**config.mk**
```make
export PLATFORM = sky130hd
export DESIGN_NAME = stopwatch_mux_param_flat
export DESIGN_NICKNAME = d
export VERILOG_FILES = /design/src/rtl/stopwatch_mux_param_if.sv /design/src/rtl/stopwatch_mux_param.sv /design/src/flat_wrapper.sv
export SDC_FILE = /design/constraint.sdc
export NUM_CORES = 1
export LEC_CHECK = 0
export CORE_MARGIN = 5
export CORE_UTILIZATION = 61
export CTS_CLUSTER_SIZE = 14
export DETAILED_ROUTE_END_ITERATION = 8
export PLACE_DENSITY = 0.85
export SLEW_MARGIN = 20
export SYNTH_ARGS = -nofsm -noshare
export SYNTH_HDL_FRONTEND = slang
export SYNTH_SLANG_ARGS = --single-unit
```
**constraint.sdc**
```tcl
create_clock -name clk -period 4.5 [get_ports clk]
set_input_delay 0.9 -clock clk [delete_from_list [all_inputs] [get_ports clk]]
set_output_delay 0.9 -clock clk [all_outputs]
set_load 0.1 [all_outputs]
```
**src/rtl/stopwatch_mux_param_if.sv**
```systemverilog
// Board-side bundle: button levels in, anode/segment drive and zero flag out.
// Combinational wiring only; no latency, no backpressure.
interface stopwatch_mux_param_if #(
  parameter int DIGITS = 4
);
  logic              go;
  logic              clr;
  logic              up;
  logic              down;
  logic [DIGITS-1:0] an;
  logic [7:0]        sseg;
  logic              at_zero;

  modport master (output go, clr, up, down, input an, sseg, at_zero);
  modport slave  (input go, clr, up, down, output an, sseg, at_zero);
endinterface

```
**src/rtl/stopwatch_mux_param.sv**
```systemverilog
// Up/down BCD stopwatch with muxed 7-seg driver; LEADING_ZERO_BLANK_EN blanks leading zeros.
// Latency: count updates on the tick edge, an/sseg registered one cycle after digit select.
// Backpressure: none; button levels are sampled every cycle.
module stopwatch_mux_param #(
  parameter int DIGITS       = 4,
  parameter int TICK_DIV     = 5000000,
  parameter int REFRESH_BITS = 18,
  parameter int WRAP         = 1,
  parameter int DP_POS       = 1
) (
  input logic                  clk,
  input logic                  reset,
  stopwatch_mux_param_if.slave sw
);
  localparam int PW = (TICK_DIV > 1) ? $clog2(TICK_DIV) : 1;
  localparam int SW = (DIGITS > 1) ? $clog2(DIGITS) : 1;
  localparam logic [PW-1:0] PRESC_LAST = PW'(TICK_DIV - 1);
  localparam logic [7:0]    SSEG_RST   = (DP_POS == 0) ? 8'h40 : 8'hC0;

  typedef logic [DIGITS-1:0][3:0] bcd_t;

  bcd_t                    count_q, count_d, cnt_inc, cnt_dec;
  logic [PW-1:0]           presc_q, presc_d;
  logic                    dir_q, dir_d;  // 1 = counting up
  logic                    at_zero_q, at_zero_d;
  logic [REFRESH_BITS-1:0] refresh_q;
  logic [DIGITS-1:0]       an_q, an_d;
  logic [7:0]              sseg_q, sseg_d;
  logic                    tick, carry, borrow, is_zero;
  logic [SW-1:0]           sel;
  logic [3:0]              digit;
  logic [DIGITS-1:0]       lead_zero;
  logic                    hz;
  int                      cur;

  function automatic logic [6:0] seg7(input logic [3:0] d);
    case (d)
      4'd1:    seg7 = 7'h79;
      4'd2:    seg7 = 7'h24;
      4'd3:    seg7 = 7'h30;
      4'd4:    seg7 = 7'h19;
      4'd5:    seg7 = 7'h12;
      4'd6:    seg7 = 7'h02;
      4'd7:    seg7 = 7'h78;
      4'd8:    seg7 = 7'h00;
      4'd9:    seg7 = 7'h10;
      default: seg7 = 7'h40;
    endcase
  endfunction

  always_comb begin
    cnt_inc = count_q;
    cnt_dec = count_q;
    carry   = 1'b1;
    borrow  = 1'b1;
    for (int i = 0; i < DIGITS; i++) begin
      if (carry) begin
        if (count_q[i] >= 4'd9) begin
          cnt_inc[i] = 4'd0;
        end else begin
          cnt_inc[i] = count_q[i] + 4'd1;
          carry      = 1'b0;
        end
      end
      if (borrow) begin
        if (count_q[i] == 4'd0) begin
          cnt_dec[i] = 4'd9;
        end else begin
          cnt_dec[i] = count_q[i] - 4'd1;
          borrow     = 1'b0;
        end
      end
    end
    is_zero = (count_q == '0);
  end

  always_comb begin
    tick    = sw.go && (presc_q == PRESC_LAST);
    presc_d = presc_q;
    count_d = count_q;
    if (sw.go) begin
      presc_d = tick ? '0 : presc_q + PW'(1);
    end
    // carry out of the top digit means the count was all 9s
    if (tick) begin
      if (dir_q) begin
        if (!(carry && (WRAP == 0))) count_d = cnt_inc;
      end else if (!is_zero) begin
        count_d = cnt_dec;
      end
    end
    if (sw.clr) begin
      count_d = '0;
      presc_d = '0;
    end
    dir_d = dir_q;
    if (sw.up && !sw.down)      dir_d = 1'b1;
    else if (sw.down && !sw.up) dir_d = 1'b0;
    at_zero_d = (count_d == '0);
  end

  always_comb begin
    hz = 1'b1;
    for (int i = DIGITS - 1; i >= 0; i--) begin
      hz           = hz && (count_q[i] == 4'd0);
      lead_zero[i] = hz;
    end
    sel   = refresh_q[REFRESH_BITS-1 -: SW];
    cur   = 0;
    digit = count_q[0];
    an_d  = ~DIGITS'(1);
    // select codes past the last digit fall back to digit 0
    for (int i = 0; i < DIGITS; i++) begin
      if (sel == SW'(i)) begin
        cur   = i;
        digit = count_q[i];
        an_d  = ~(DIGITS'(1) << i);
      end
    end
    sseg_d[6:0] = seg7(digit);
`ifdef LEADING_ZERO_BLANK_EN
    if (cur != 0 && lead_zero[cur]) sseg_d[6:0] = 7'h7F;
`endif
    sseg_d[7] = (cur == DP_POS) ? 1'b0 : 1'b1;
  end

  always_ff @(posedge clk) begin
    if (reset) begin
      count_q   <= '0;
      presc_q   <= '0;
      dir_q     <= 1'b1;
      at_zero_q <= 1'b1;
      refresh_q <= '0;
      an_q      <= ~DIGITS'(1);
      sseg_q    <= SSEG_RST;
    end else begin
      count_q   <= count_d;
      presc_q   <= presc_d;
      dir_q     <= dir_d;
      at_zero_q <= at_zero_d;
      refresh_q <= refresh_q + REFRESH_BITS'(1);
      an_q      <= an_d;
      sseg_q    <= sseg_d;
    end
  end

  assign sw.an      = an_q;
  assign sw.sseg    = sseg_q;
  assign sw.at_zero = at_zero_q;
endmodule

```
**src/flat_wrapper.sv**
```systemverilog
// flat-port wrapper written by rule: the top's interface ports become plain ports
module stopwatch_mux_param_flat 
#(
  parameter int DIGITS       = 4,
  parameter int TICK_DIV     = 5000000,
  parameter int REFRESH_BITS = 18,
  parameter int WRAP         = 1,
  parameter int DP_POS       = 1
)
  (clk, reset, sw_go, sw_clr, sw_up, sw_down, sw_an, sw_sseg, sw_at_zero);
  stopwatch_mux_param_if #(.DIGITS(DIGITS)) sw_i ();
  input logic clk;
  input logic reset;
  input wire logic [$bits(sw_i.go)-1:0] sw_go;
  input wire logic [$bits(sw_i.clr)-1:0] sw_clr;
  input wire logic [$bits(sw_i.up)-1:0] sw_up;
  input wire logic [$bits(sw_i.down)-1:0] sw_down;
  output wire logic [$bits(sw_i.an)-1:0] sw_an;
  output wire logic [$bits(sw_i.sseg)-1:0] sw_sseg;
  output wire logic [$bits(sw_i.at_zero)-1:0] sw_at_zero;
  assign sw_i.go = sw_go;
  assign sw_i.clr = sw_clr;
  assign sw_i.up = sw_up;
  assign sw_i.down = sw_down;
  assign sw_an = sw_i.an;
  assign sw_sseg = sw_i.sseg;
  assign sw_at_zero = sw_i.at_zero;
  stopwatch_mux_param #(.DIGITS(DIGITS), .TICK_DIV(TICK_DIV), .REFRESH_BITS(REFRESH_BITS), .WRAP(WRAP), .DP_POS(DP_POS)) u_core (.clk(clk), .reset(reset), .sw(sw_i));
endmodule
```
# Word-level counts from Yosys, hierarchy flattened
# Memories as Yosys holds them, arrays and structs flattened. A register that Yosys moved wholly into a read port is not among the register bits.
# Index checks and enable logic that the tools add are counted.
# classes
addsub,10
n_lt_le_gt_ge,4
n_eq_ne,5
muxes,39
n_reduce_logical,15
# op_table
cell,count
4-bit 2-to-1 mux,18
16-bit 2-to-1 mux,4
16-bit zero test,2
23-bit by 1-bit adder with 23-bit output (second input constant),1
23-bit == test (second input constant),1
23-bit 2-to-1 mux,1
18-bit by 1-bit adder with 18-bit output (second input constant),1
4-bit by 1-bit adder with 4-bit output (second input constant),4
4-bit greater-or-equal comparator (second input constant),4
4-bit zero test,4
4-bit by 1-bit subtractor with 4-bit output (second input constant),4
1-bit 2-to-1 mux,12
2-bit 2-to-1 mux,3
2-bit OR reduction,3
2-bit by 1-bit == test with 1-bit output (second input constant),2
2-bit == test (second input constant),2
1-bit logical AND,3
3-bit 2-to-1 mux,1
3-bit OR reduction,1
1-bit zero test,2
# word_totals
register_bits,71
rom_bits,112
n_memories,1
# mem_list
name,depth,word_bits,rd,rd_ports_with_merged_regs,wr,line_no,rtl
(name not given),16,7,1,1,0,stopwatch_mux_param.sv:37,case (d)

# Longest topological paths before layout
# Gate-level depths: netlist (run 1).
# depth
depth_word,10
mapped_depth,10

# Least setup slack after synthesis (run 1)
# OpenSTA, ideal clock, no wires.
# synth_path
kind,input to register
from,in sw_go
to,reg u_core.at_zero_q (netlist: u_core.sw.at_zero)
setup_ps,124
t_arrival_ps,2438
t_required_ps,4376
path_slack_ps,1938
cell_stages,7
n_path_buf,0
cell_sequence,nand3_2 -> or3b_1 -> or2_1 -> o31a_1 -> o221a_2 -> a41oi_2 -> o41ai_2
# synth_between
elab_chain_len,4
# synth_lines
item,line_no,rtl
"start, declared",flat_wrapper.sv:14,input wire logic [$bits(sw_i.go)-1:0] sw_go;
1-bit logical AND,stopwatch_mux_param.sv:78,tick = sw.go && (presc_q == PRESC_LAST);
16-bit 2-to-1 mux,stopwatch_mux_param.sv:85,if (tick) begin
16-bit 2-to-1 mux,stopwatch_mux_param.sv:92,if (sw.clr) begin
16-bit zero test,stopwatch_mux_param.sv:99,at_zero_d = (count_d == '0);
"end signal, assigned",stopwatch_mux_param.sv:140,at_zero_q <= at_zero_d;
"end, declared",stopwatch_mux_param.sv:25,"logic at_zero_q, at_zero_d;"
# No other way between the ends.
# A chain may end at the register's enable or synchronous reset.

# Worst setup path in the final report (run 1)
# Same ends and word-level chain as after synthesis.

==> results of run 1 <==
power by group:
part / switching (mW) / total (mW) / leakage [nW] / internal (mW)
Combinational: 0.0232 / 0.0372 / 0.990 / 0.0140
Clock: 0.272 / 0.649 / 0.126 / 0.377
Sequential: 0.00633 / 0.637 / 0.573 / 0.631
how the worst max path moves through the flow:
stage / to / cells past startpoint / slack (ns) / from
2_1_floorplan: u_core.sw.at_zero$_SDFF_PP1_ / 7 / 1.94 / sw_go
4_1_cts: u_core.sw.at_zero$_SDFF_PP1_ / 8 / 1.30 / sw_go
3_5_place_dp: u_core.sw.at_zero$_SDFF_PP1_ / 8 / 0.94 / sw_go
5_1_grt: u_core.sw.at_zero$_SDFF_PP1_ / 9 / 1.10 / u_core.count_q[0]$_SDFF_PP0_
6_report: u_core.sw.at_zero$_SDFF_PP1_ / 8 / 1.28 / sw_go
3_3_place_gp: u_core.sw.at_zero$_SDFF_PP1_ / 8 / 0.99 / sw_go
logic make-up (layout without fill, tap and decap cells):
kind of cell	Yosys count	after routing
compound gates	91	91
buf+inv	49	64
xor+xnor	33	33
simple gates	223	223
flops	71	71
fa+ha+maj	21	21
mux	11	11
critical path, delay by kind of cell:
kind	cells	cell delay [ns]
AOI/OAI and AO/OA	4	0.87
buffers and inverters	1	0.60
and+or+nand+nor	3	1.07
cell usage after synthesis, drive strengths merged, types with 8 or more instances:
| cell type | instances |
|---|---|
| a21oi | 22 |
| and3 | 8 |
| buf | 12 |
| clkbuf | 12 |
| dfxtp | 71 |
| ha | 20 |
| inv | 25 |
| nand2 | 30 |
| nand3 | 27 |
| nand4 | 17 |
| nor2 | 56 |
| nor3 | 16 |
| nor3b | 8 |
| nor4b | 8 |
| o21ai | 21 |
| or3b | 8 |
| xnor2 | 10 |
| xor2 | 23 |
per-stage QoR:
| step | hold slack, ns | setup slack, ns | power, mW | util [%] |
|---|---|---|---|---|
| 2_1_floorplan | 0.413 | 1.94 | 0.677 | - |
| 3_3_place_gp | 0.425 | 0.987 | 0.688 | 65.5 |
| 3_5_place_dp | 0.430 | 0.940 | 0.688 | 65.5 |
| 4_1_cts | 0.457 | 1.30 | 1.33 | 69.2 |
| 5_1_grt | 0.477 | 1.10 | 1.36 | 69.2 |
| 6_report | 0.456 | 1.28 | 1.32 | 69.2 |
layer usage:
layer / vias to the layer above / share of wire (%)
li1: 1819 / -
met1: 1821 / 42
met2: 155 / 48
met3: 22 / 7.5
met4: 0 / 2.7
met5: - / 0
cell type report:
class                   count  area, µm²  area share (%)
clock inverters             7        128            2.71
repair buffers             23        218            4.63
clock buffers               9        124            2.63
flip-flops and latches     71       1420            30.2
inverters                  25       93.8            2.00
multi-input cells         379       2600            55.3
well taps                  96        120            2.55
sequential cells by signal (all words and copies together), names as in the netlist:
name               cells
u_core.sw.sseg         8
u_core.count_q        16
u_core.sw.at_zero      1
u_core.sw.an           4
u_core.presc_q        23
u_core.dir_q           1
u_core.refresh_q      18
==> results by group, run 1 <==
Placement
  • Quantity of I/O buffers inserted on ports: 18
  • Total placed cells including tap cells: a little under 600
  • Final GP Congestion: 0.944
  • Instance area at placement: 4450 µm²
  • Dpl hpwl: 7.24 mm

Logic synthesis
  • Number of standard cells after synthesis: 499
  • Count of unique library cells instantiated by Yosys: 77
  • Adder-cell share of the synthesized area: about 6.1%
  • Most used DFF post-synth: sky130_fd_sc_hd__dfxtp_1
  • Largest family of logic cells by synthesized area: simple AND/OR/NAND/NOR gates
  • Share of the yosys chip area belonging to registers: 33.3%
  • Netlist area before placement: 4270 µm²
  • Top-area cell type share of the netlist area: 33.3%
  • Synth Area in XOR/XNOR: 6.77%
  • Share of synthesized area spent on multiplexers: under 10%
  • Async SR Flop Fraction: 0%
  • Synth Area per Inst: roughly 8.6 µm²
  • Synthesized-area fraction occupied by ao, oa, aoi and oai cells: 14.9%
  • Post-synth EDFFs: 0
  • Number of nets in the synthesized netlist: about 530
  • Simple logic cell fraction of the synthesized area: 29.1%
  • Largest area contributor in the netlist: sky130_fd_sc_hd__dfxtp_1
  • Ranking of synthesized cells by area: sky130_fd_sc_hd__dfxtp_1, sky130_fd_sc_hd__ha_1, sky130_fd_sc_hd__nor2_1, sky130_fd_sc_hd__xor2_1, sky130_fd_sc_hd__nand3_1
  • Register bit total from synthesis: 71
  • Count of yosys warnings during synthesis: 0

Pwr
  • Static leakage: approximately 1.7 nW
  • Power per unit of standard cell area: 281 nW/µm²
  • Largest vdd supply drop: 0.208 mV

GRT
  • Global-route met1 utilization: 31.1%
  • Total global routing track utilization: 24.6%
  • Layer with the highest usage: met2
  • First-pass GRT wire length: 17.4 mm
  • Number of antenna violations at the first check in global routing: 0
  • Number of global-route vias before repair: 3636
  • Maximum number of pins on one net before global-route repair: 33
  • Aggregate global routing overflow: 0
  • GR Layer Usage met2: roughly two fifths
  • Met3 demand-to-capacity share in global routing: 5.37%

Layout
  • Final non-filler cell area: around 4700 µm²
  • Commonest cells after routing, fill and taps aside: sky130_fd_sc_hd__dfxtp_1, sky130_fd_sc_hd__nor2_1, sky130_fd_sc_hd__nand2_1
  • Area Overhead vs Synth: 10.1%
  • Number of fill cells: between 500 and 600
  • Final non-filler cell total: 610
  • Share of cells above drive strength 1: 10.3%
  • Antenna diodes: 0
  • Nets: 535
  • Most frequent standard cell in the layout excluding fill and tap cells: sky130_fd_sc_hd__dfxtp_1

Hold path
  • Hold Crit Depth: 1
  • Worst Hold Launch: u_core.refresh_q[0]$_SDFF_PP0_
  • End of the worst hold path: u_core.refresh_q[0]$_SDFF_PP0_
  • Min-Delay Path Class: reg -> reg

Floorplanning
  • Initial core utilization: 62.9%
  • Number of standard-cell rows in the floorplan: 30
  • Die boundary height: roughly 94 µm
  • Io pins: 19
  • Area of the placeable core: roughly 6800 µm²
  • Floorplan die width: 93.7 µm
  • Total die area: 8780 µm²

Setup path
  • Depth of the most critical reg-to-reg path: 9
  • Kind of capture point of the worst setup path: flip-flop
  • CP Data Required Time: 4.73 ns
  • CP max FO: 12
  • Cells traversed along the worst timing path: clkdlybuf4s50_1 -> nand3_2 -> or3b_1 -> or2_1 -> o31a_1 -> o221a_2 -> a41oi_2 -> o41ai_2
  • Kind of start point of the critical path: input pin
  • Biggest cell delay along the critical path: 0.60 ns
  • Startpoint-to-endpoint class of the critical path: in -> reg
  • Worst reg2reg path endpoint: u_core.sw.at_zero$_SDFF_PP1_
  • R2R Setup Slk: 1.30 ns
  • Crit-path slowest cell: sky130_fd_sc_hd__clkdlybuf4s50_1
  • R2R Path Start: u_core.count_q[0]$_SDFF_PP0_
  • Arrival time at the worst endpoint: 3.45 ns

Clock network
  • Clk slew on worst S/H paths: 0.08 ns
  • Clock root cell: sky130_fd_sc_hd__clkbuf_8
  • TritonCTS clock tree: built
  • Number of gates given a new drive strength after cts: 0
  • Number of CTS-inserted buffers: 9
  • Hold Buf Count CTS: 0
  • Skew-Pair Late Insertion Delay: 0.36 ns
  • Number of H-tree levels: 3
  • Post-CTS setup buffer count: 0
  • Clock Tree Buf Depth: 2
  • Clock Sinks: 71

Route
  • TritonRoute pass-1 iters: 7
  • Via count: 3817
  • Wire length after detailed routing: roughly 10 mm
  • Wirelength per Cell: 16.9 µm
  • Initial DRC count: between 300 and 400
  • Antenna Nets Post-Route: 0
  • Remaining design rule violation count: 0
  • Avg Vias per Cell: 6.26

Timing
  • Total negative slack: 0 ns
  • Part of the cycle the worst path needs: a little under three quarters
  • Number of endpoints with negative hold slack in the final report: 0
  • Endpoints failing setup: 0
  • Final Max Tran Viols: 0
  • Final Skew: 0.0152 ns
  • Time the final worst path needs with I/O delays and setup: 3.22 ns
  • Headroom to the max-slew limit: 34.5%
  • Max Clk Rate: just over 0.3 GHz
  • Measured slew at the worst slew-check pin: roughly 0.98 ns
  • Setup repair after global routing missed its margin: no

Flow run
  • Max-Cap Viols: 0

Outcome
  • Outcome: finished clean
Note: power is estimated with default switching activity, not from simulation.
==> inputs of run 2 (changes only) <==
Clock period 4.5 ns to 3.2 ns, I/O delays scaled along.
==> run 2 against run 1 <==
Critical path type is now reg -> reg. Via count is 0.39% lower. Final area is 0.21% higher. Utilization grew 0.15 points.
==> results by group, run 2 (synthesis gave the netlist of run 1 again) <==
Layout
  • Registers with the most flip-flops: u_core.presc_q: 23 flops, u_core.refresh_q: 18 flops, u_core.count_q: 16 flops
  • Nets: 548
  • Number of fill cells: around 550
  • Area Overhead vs Synth: 10.3%
  • Most frequent standard cell in the layout excluding fill and tap cells: sky130_fd_sc_hd__dfxtp_1
  • Max reg flops: 23
  • Largest register by flop count: u_core.presc_q
  • Antenna diodes: 0
  • Share of cells above drive strength 1: 15.0%
  • Commonest cells after routing, fill and taps aside: sky130_fd_sc_hd__dfxtp_1, sky130_fd_sc_hd__nor2_1, sky130_fd_sc_hd__nand2_1, sky130_fd_sc_hd__buf_4, sky130_fd_sc_hd__nand3_1

Route
  • TritonRoute pass-1 iters: 6
  • Avg Vias per Cell: 6.10
  • Via count: 3802
  • Remaining design rule violation count: 0
  • Wire length after detailed routing: 10.1 mm
  • Wirelength per Cell: approximately 16 µm
  • Initial DRC count: 341
  • Antenna Nets Post-Route: 0

Clock network
  • Number of CTS-inserted buffers: 9
  • Post-CTS setup buffer count: 0
  • Number of H-tree levels: 3
  • Skew-Pair Late Insertion Delay: 0.36 ns
  • Clock root cell: sky130_fd_sc_hd__clkbuf_8
  • TritonCTS clock tree: built
  • Clk slew on worst S/H paths: 0.08 ns
  • Hold Buf Count CTS: 0
  • Clock Sinks: 71
  • Clock Tree Buf Depth: 2
  • Number of gates given a new drive strength after cts: 0

Timing
  • Setup repair after global routing missed its margin: no
  • Measured slew at the worst slew-check pin: about 0.64 ns
  • Endpoints failing setup: 0
  • Final Skew: ~0.014 ns
  • Total negative slack: 0 ns
  • Headroom to the max-slew limit: between 50 and 60%
  • Time the final worst path needs with I/O delays and setup: 2.82 ns
  • Part of the cycle the worst path needs: 88.1%
  • Max Clk Rate: approximately 0.35 GHz
  • Final Max Tran Viols: 0
  • Number of endpoints with negative hold slack in the final report: 0

Placement
  • Final GP Congestion: 1.01
  • Dpl hpwl: approximately 7.5 mm
  • Quantity of I/O buffers inserted on ports: 18

Pwr
  • Power per unit of standard cell area: 345 nW/µm²
  • Largest vdd supply drop: approximately 0.28 mV
  • Tot Pwr: 1.63 mW
  • Static leakage: ~1.7 nW

GRT
  • Global-route met1 utilization: 30.0%
  • Layer with the highest usage: met2
  • Total global routing track utilization: around a quarter
  • Number of global-route vias before repair: about 3700
  • Aggregate global routing overflow: 0
  • Number of antenna violations at the first check in global routing: 0
  • GR Layer Usage met2: between 30 and 40%
  • First-pass GRT wire length: 17.0 mm
  • Met3 demand-to-capacity share in global routing: 5.69%
  • Maximum number of pins on one net before global-route repair: 33

Hold path
  • Min-Delay Path Class: reg -> reg
  • Hold Crit Depth: 1

Outcome
  • Outcome: finished clean

Setup path
  • Kind of capture point of the worst setup path: flip-flop
  • Arrival time at the worst endpoint: 3.08 ns
  • CP max FO: 9
  • CP Data Required Time: 3.46 ns
  • Kind of start point of the critical path: flip-flop
  • Depth of the most critical reg-to-reg path: 9
  • Startpoint-to-endpoint class of the critical path: reg -> reg

Floorplanning
  • Total die area: slightly below 9000 µm²
  • Io pins: 19
  • Number of standard-cell rows in the floorplan: 30
  • Initial core utilization: 62.9%
  • Area of the placeable core: 6790 µm²
  • Floorplan die width: roughly 94 µm
  • Die boundary height: 93.7 µm

Flow run
  • Max-Cap Viols: 0
==> run 2: cell types whose count changed in the layout (fill, tap and decap cells not counted), sizes merged <==
cell,previous run,this run
buf,5,31
clkdlybuf4s50,18,5
bufinv,3,0
clkinvlp,0,3
clkinv,1,0
inv,28,29
==> run 2: metrics by stage <==
step	cell area (µm²)	hold slack (ns)	cells	setup slack (ns)	utilization, %
3_5_place_dp	4530	0.450	607	0.212	66.7
3_3_place_gp	4530	0.425	607	0.290	66.7
6_report	4710	0.453	623	0.379	69.4
5_1_grt	4710	0.495	623	0.0532	69.4
4_1_cts	4710	0.461	623	0.382	69.4
2_1_floorplan	4270	0.413	499	0.652	-
==> run 2: worst paths after layout <==
path	to	slack [ns]	from
setup / recovery	u_core.sw.at_zero$_SDFF_PP1_	0.38	u_core.count_q[1]$_SDFF_PP0_
setup reg to reg	u_core.sw.at_zero$_SDFF_PP1_	0.38	u_core.count_q[1]$_SDFF_PP0_
hold reg to reg	u_core.refresh_q[0]$_SDFF_PP0_	0.45	u_core.refresh_q[0]$_SDFF_PP0_
hold / removal	u_core.refresh_q[0]$_SDFF_PP0_	0.45	u_core.refresh_q[0]$_SDFF_PP0_
==> run 2: metal layers <==
metal / vias up / part of all wire [%]
met2: 154 / 48
met5: - / 0
li1: 1841 / -
met1: 1774 / 42
met4: 0 / 3.2
met3: 33 / 7.0
==> run 2: critical path, cell delays in order (launching register included) <==
cell and delay, ns:
sky130_fd_sc_hd__dfxtp_1 0.48, sky130_fd_sc_hd__inv_1 0.11, sky130_fd_sc_hd__ha_1 0.28, sky130_fd_sc_hd__nor3b_4 0.21
sky130_fd_sc_hd__or4_4 0.61, sky130_fd_sc_hd__a22o_1 0.26, sky130_fd_sc_hd__a31o_1 0.24, sky130_fd_sc_hd__a2bb2oi_2 0.13
sky130_fd_sc_hd__nand4_1 0.10, sky130_fd_sc_hd__o41ai_2 0.32
==> run 2: report_power, final <==
part / total (mW) / switching (mW) / internal (mW)
Clock: 0.673 / 0.379 / 0.294
Combinational: 0.0615 / 0.0375 / 0.0240
Sequential: 0.893 / 0.00585 / 0.887
==> run 2: layout make-up <==
class / instances / area, µm² / area share, %
Multi-Input combinational cell: 379 / 2600 / 55.1
Sequential cell: 71 / 1420 / 30.2
Timing Repair Buffer: 36 / 295 / 6.26
Clock buffer: 9 / 124 / 2.63
Tap cell: 96 / 120 / 2.55
Inverter: 25 / 93.8 / 1.99
Clock inverter: 7 / 60.1 / 1.27
